`src/rtl/dp_stream_arbiter.sv`:
```
// Two-requester arbiter in front of a shared in-order streaming datapath; results are routed back by owner tag.
// Optional DP_ARB_FIXED_PRIO_EN: requester 0 always wins contention (default build is round-robin).
module dp_stream_arbiter #(
  parameter int unsigned TAG_DEPTH = 4
) (
  input  logic        clk,
  input  logic        rst,
  input  logic        req0_valid,
  input  logic [31:0] req0_data,
  output logic        req0_ready,
  input  logic        req1_valid,
  input  logic [31:0] req1_data,
  output logic        req1_ready,
  output logic        dp_validi,
  output logic [31:0] dp_data_in,
  input  logic        dp_valido,
  input  logic [31:0] dp_data_out,
  output logic        rsp0_valid,
  output logic        rsp1_valid,
  output logic [31:0] rsp_data,
  output logic        err
);

  localparam int unsigned PW = (TAG_DEPTH > 1) ? $clog2(TAG_DEPTH) : 1;
  localparam int unsigned CW = PW + 1;

  logic                 last_grant;
  logic [TAG_DEPTH-1:0] tag_mem;
  logic [PW-1:0]        wr_ptr;
  logic [PW-1:0]        rd_ptr;
  logic [CW-1:0]        count;

  logic grant0;
  logic grant1;
  logic tag_full;
  logic issue;
  logic winner;
  logic pop;
  logic head;

  // Grant: a lone requester wins; on contention the one not served last wins.
  always_comb begin
    grant0 = 1'b0;
    grant1 = 1'b0;
    if (req0_valid && !req1_valid) begin
      grant0 = 1'b1;
    end else if (!req0_valid && req1_valid) begin
      grant1 = 1'b1;
    end else if (req0_valid && req1_valid) begin
`ifdef DP_ARB_FIXED_PRIO_EN
      grant0 = 1'b1;
`else
      grant0 = last_grant;
      grant1 = ~last_grant;
`endif
    end
  end

  // Full blocks issue even when a pop lands in the same cycle.
  always_comb begin
    tag_full   = (count == CW'(TAG_DEPTH));
    req0_ready = grant0 & ~tag_full & ~rst;
    req1_ready = grant1 & ~tag_full & ~rst;
    issue      = (req0_valid & req0_ready) | (req1_valid & req1_ready);
    winner     = req1_valid & req1_ready;
    pop        = dp_valido & (count != '0);
    head       = tag_mem[rd_ptr];
  end

  always_ff @(posedge clk or posedge rst) begin
    if (rst) begin
      last_grant <= 1'b1;
      tag_mem    <= '0;
      wr_ptr     <= '0;
      rd_ptr     <= '0;
      count      <= '0;
      dp_validi  <= 1'b0;
      dp_data_in <= '0;
      rsp0_valid <= 1'b0;
      rsp1_valid <= 1'b0;
      rsp_data   <= '0;
      err        <= 1'b0;
    end else begin
      dp_validi <= issue;
      if (issue) begin
        dp_data_in      <= winner ? req1_data : req0_data;
        last_grant      <= winner;
        tag_mem[wr_ptr] <= winner;
        wr_ptr          <= wr_ptr + PW'(1);
      end
      if (pop) begin
        rd_ptr   <= rd_ptr + PW'(1);
        rsp_data <= dp_data_out;
      end
      rsp0_valid <= pop & ~head;
      rsp1_valid <= pop & head;
      if (dp_valido && (count == '0)) begin
        err <= 1'b1;
      end
      count <= count + CW'(issue) - CW'(pop);
    end
  end

endmodule

```
`config.mk`:
```
export PLATFORM = sky130hd
export DESIGN_NAME = dp_stream_arbiter
export DESIGN_NICKNAME = d
export VERILOG_FILES = /design/src/rtl/dp_stream_arbiter.sv
export SDC_FILE = /design/constraint.sdc
export NUM_CORES = 1
export LEC_CHECK = 0
export CAP_MARGIN = 20
export CORE_ASPECT_RATIO = 0.8
export CORE_MARGIN = 1
export CORE_UTILIZATION = 40
export CTS_CLUSTER_SIZE = 20
export DETAILED_ROUTE_END_ITERATION = 8
export PLACE_DENSITY = 0.8
export SLEW_MARGIN = 20
export SYNTH_ARGS = -nofsm -noshare
export SYNTH_HDL_FRONTEND = slang
export SYNTH_SLANG_ARGS = --single-unit
```
`constraint.sdc`:
```
create_clock -name clk -period 3 [get_ports clk]
set_input_delay 0.6 -clock clk [delete_from_list [all_inputs] [get_ports clk]]
set_output_delay 0.6 -clock clk [all_outputs]
set_load 0.03 [all_outputs]
```
==> metrics.md <==
| Metric | Value |
|---|---|
| Worst-path cell chain | clkdlybuf4s50_1, clkinv_1, nor4_2, buf_4 |
| Cell taking the most area after synthesis | sky130_fd_sc_hd__dfrtp_1 |
| Number of instances in the synthesized netlist | 246 |
| Met3 WL post-DR | 556 um |
| Run status | completed |
| Overall routing resource usage | 20.4% |
| Library cell contributing the largest single delay on the critical path | sky130_fd_sc_hd__clkdlybuf4s50_1 |
| Yosys warning total | 0 |
| Die area | 0.00906 mm2 |
| Combinational fraction of design power | 47.9% |
| Worst Setup Path Type | in2out |
| Die width | 106 um |
| HPWL Detailed | 6440 um |
| Routed met1 length | 3900 um |
| Final core occ | 65.3% |
| Async set-or-reset flop fraction in the synthesized netlist | 100% |
| Antenna violations before repair | 0 |
| Core Rows | 30 |
| Top layer used by detailed routing | met4 |
| Count of cell types in the netlist | 32 |
| Clock latency of the later-clocked register in the worst-skew pair | 330 ps |
| Post-placement worst setup slack | 327 ps |
| Fin Setup TNS | 0 ps |
| Count of input and output buffers | 170 |
| Filler Cell Count | 656 |
| Antenna Diode Count | 0 |
| Number of slew-limit violations in the final report | 0 |
| Number of detailed-routing iterations run before antenna repair | 4 |
| Post-cts sizing count | 0 |
| Via count of the first global-routing pass | 2920 |
| Startpoint Class | primary input |
| Number of nets in the final layout | 523 |
| Max-slew headroom at the worst pin | 63.9% |
| Share of the synthesized area in the top cell type | 56.9% |
| Clock tree sinks | 80 |
| Setup slack on the worst flop-to-flop path | 880 ps |
| Post-CTS repair timing setup buffer count | 0 |
| Global route total overflow | 0 |
| Depth of the CTS H-tree | 3 |
| Avg Inst Size Synth | 14.1 um2 |
| Net switching power figure | 1.97 mW |
| Via count of the routed design | 2764 |
| Most used flip-flop cell after synthesis | sky130_fd_sc_hd__dfrtp_1 |
| Cts-stage hold buffer count | 0 |
| Largest net degree at the start of global routing | 52 |
| Vertical extent of the die | 85.3 um |
| I/O pin count | 171 |
| Hold Vio Cnt, Final | 0 |
| Setup repair after global routing missed its margin | no |
| Sequential fraction of the synthesis area | 57.7% |
| Cell area after synthesis | 0.00347 mm2 |
| # DRC | 0 |
| Crit path setup slack, layout | 420 ps |
| Most instantiated cells after synthesis | sky130_fd_sc_hd__dfrtp_1 (79), sky130_fd_sc_hd__a2bb2oi_1 (32), sky130_fd_sc_hd__o32ai_1 (32) |
| Final instance area | 0.00552 mm2 |
| Num CTS Buffers | 9 |
| Clock group share of total power | 18.4% |
| Overall power consumption | 5.25 mW |
| Critical path data arrival time | 1980 ps |
| Share of total power in sequential cells | 33.7% |
| Max-cap check violation count | 0 |
| Number of enable-type register cells in the synthesized netlist | 0 |
| Max Freq | 388 MHz |
| Initial core utilization | 41.1% |
| Layout cells sized above 1 | 17.1% |
| Slew @ Worst Pin | 542 ps |
| Area Growth Syn to Fin | 58.8% |
| Type of the tightest min-delay check | reg2reg |
| Most instantiated library cell after synthesis | sky130_fd_sc_hd__dfrtp_1 |
| Vias/cell | 5.20 |
| Area of the core region | 0.00845 mm2 |
| Min Tclk post-route | 2580 ps |
| Wire length on met2 | 4450 um |
| CP Max Fanout | 4 |
| Worst vdd ir | 0.000479 V |
| Placement Cell Area | 0.00526 mm2 |
| Post-route fraction of the period consumed by the critical path | 86.0% |
| Worst clock skew on the final layout | 5.84 ps |
| Largest cells by area after synthesis | sky130_fd_sc_hd__dfrtp_1 (57%), sky130_fd_sc_hd__mux2_2 (9.4%), sky130_fd_sc_hd__a2bb2oi_1 (8.1%) |
| Power per cell area | 951 mW/mm2 |
| Static Leakage | 2.21 nW |
| Required time reported for the critical path endpoint | 2400 ps |
| Clock tree from TritonCTS | built |
| Flip-flop and latch count after synthesis | 80 |
| Initial drt markers | 73 |
| Share of total power consumed by net switching | 37.5% |
| Wirelength, routed | 9010 um |
| Buffer levels on the longest clock path | 2 |
| Final antenna-violating net count | 0 |
| CTS root buf | sky130_fd_sc_hd__clkbuf_8 |
| Register area | 0.00200 mm2 |
| Multi-input gate area in the final layout | 0.00131 mm2 |
| Setup violators final | 0 |
| Category of the worst setup path capture point | output port |
| Global-route wire length before repair | 14400 um |
| Post-CTS clock slew at the launch and capture registers of the worst setup and hold paths | 70 ps |
| Final weighted congestion of routability-driven global placement | 0.735 |
| DR WL/cell | 16.9 um |
| Syn_nets | 354 |
| Internal power | 3.28 mW |
| Maximum single-stage delay on the critical path | 530 ps |
## layout make-up
type,count,area share [%]
inverters,9,0.681
clock buffers,10,2.50
flip-flops and latches,80,36.3
repair buffers,178,32.1
well taps,112,2.54
clock inverters,6,2.11
multi-input cells,137,23.8
## path summary, 6_finish.rpt
check                                   startpoint                          to  depth (start not counted)
worst max-delay path                    req0_valid                  req0_ready                          4
worst min-delay path               err$_DFFE_PP0P_             err$_DFFE_PP0P_                          1
worst max register to register  count[2]$_DFF_PP0_          count[2]$_DFF_PP0_                          9
worst min register to register     err$_DFFE_PP0P_             err$_DFFE_PP0P_                          1
max in group asynchronous                      rst      last_grant$_DFFE_PP1P_                          4
min in group asynchronous                      rst  dp_data_in[26]$_DFFE_PP0P_                          3
## sequential cells by signal, indices dropped and copies added (netlist names), 2 cells and up
| register | flops |
|---|---|
| rsp_data | 32 |
| tag_mem | 4 |
| dp_data_in | 32 |
| count | 3 |
| wr_ptr | 2 |
| rd_ptr | 2 |
## critical path: cells and delay by family
kind          cells  cell delay (ps)
simple gates      1              490
buf+inv           3              900
## power groups by stage
stage	registers, mW	clock network [mW]	logic, mW
after floorplan	2.41	0	0.874
after global placement	1.77	0	2.49
after detailed placement	1.78	0	2.53
after CTS	1.77	0.998	2.54
after global routing	1.82	1.04	2.66
final	1.77	0.965	2.51
## layer usage
metal,GRT usage (%),up-vias
li1,-,1285
met1,25.8,1368
met2,33.4,100
met3,6.14,11
met4,6.94,0
met5,0,-
## kinds of logic (layout without fill, tap and decap cells)
| kind of cell | Yosys count | count (layout) | synth area share [%] |
|---|---|---|---|
| adder cells (fa/ha/maj) | 7 | 7 | 2.74 |
| flip-flops | 80 | 80 | 57.7 |
| buffers and inverters | 29 | 203 | 4.72 |
| AO/OA/AOI/OAI | 76 | 76 | 18.3 |
| XOR/XNOR | 5 | 5 | 1.26 |
| AND/OR/NAND/NOR | 15 | 15 | 3.53 |
| multiplexers | 34 | 34 | 11.8 |
## cells in the final DEF (no fill, tap or decap)
cell type                         Yosys  layout
sky130_fd_sc_hd__nand2b_4             1       1
sky130_fd_sc_hd__a21oi_1              4       4
sky130_fd_sc_hd__mux2_2              29      29
sky130_fd_sc_hd__nor2b_2              0       1
sky130_fd_sc_hd__or3b_2               1       1
sky130_fd_sc_hd__nor4_2               1       1
sky130_fd_sc_hd__nor3_2               1       1
sky130_fd_sc_hd__a2bb2oi_1           32      32
sky130_fd_sc_hd__mux2_4               4       4
sky130_fd_sc_hd__nor2_2               0       1
sky130_fd_sc_hd__dfstp_2              1       1
sky130_fd_sc_hd__clkdlybuf4s50_1      0     168
sky130_fd_sc_hd__buf_4                0       9
sky130_fd_sc_hd__and2_1               1       1
sky130_fd_sc_hd__clkinv_4             0       3
sky130_fd_sc_hd__nor3_1               1       1
sky130_fd_sc_hd__nand2_1              1       1
sky130_fd_sc_hd__nor3b_4              1       1
sky130_fd_sc_hd__dfrtp_1             79      79
sky130_fd_sc_hd__nor2b_1              2       1
sky130_fd_sc_hd__nor2_1               4       3
sky130_fd_sc_hd__inv_4                1       1
sky130_fd_sc_hd__bufinv_16            0       3
sky130_fd_sc_hd__a21o_1               1       1
sky130_fd_sc_hd__xor2_1               1       1
sky130_fd_sc_hd__o32ai_1             32      32
sky130_fd_sc_hd__inv_1                7       6
sky130_fd_sc_hd__clkbuf_8             0      10
sky130_fd_sc_hd__clkinv_2             0       1
sky130_fd_sc_hd__clkinv_1             1       1
sky130_fd_sc_hd__fa_1                 1       1
sky130_fd_sc_hd__nor3_4               1       1
sky130_fd_sc_hd__buf_12               0       1
sky130_fd_sc_hd__mux4_2               1       1
sky130_fd_sc_hd__ha_1                 6       6
sky130_fd_sc_hd__a31oi_1              6       6
sky130_fd_sc_hd__xnor2_1              4       4
sky130_fd_sc_hd__a21bo_2              1       1
## per-stage QoR
step | hold WS (ps) | instances
floorplan | 453 | 246
global placement | 438 | 516
detailed placement | 452 | 516
CTS | 493 | 532
global route | 504 | 532
finish | 484 | 532
No activity file was read; power rests on OpenSTA's default activity.
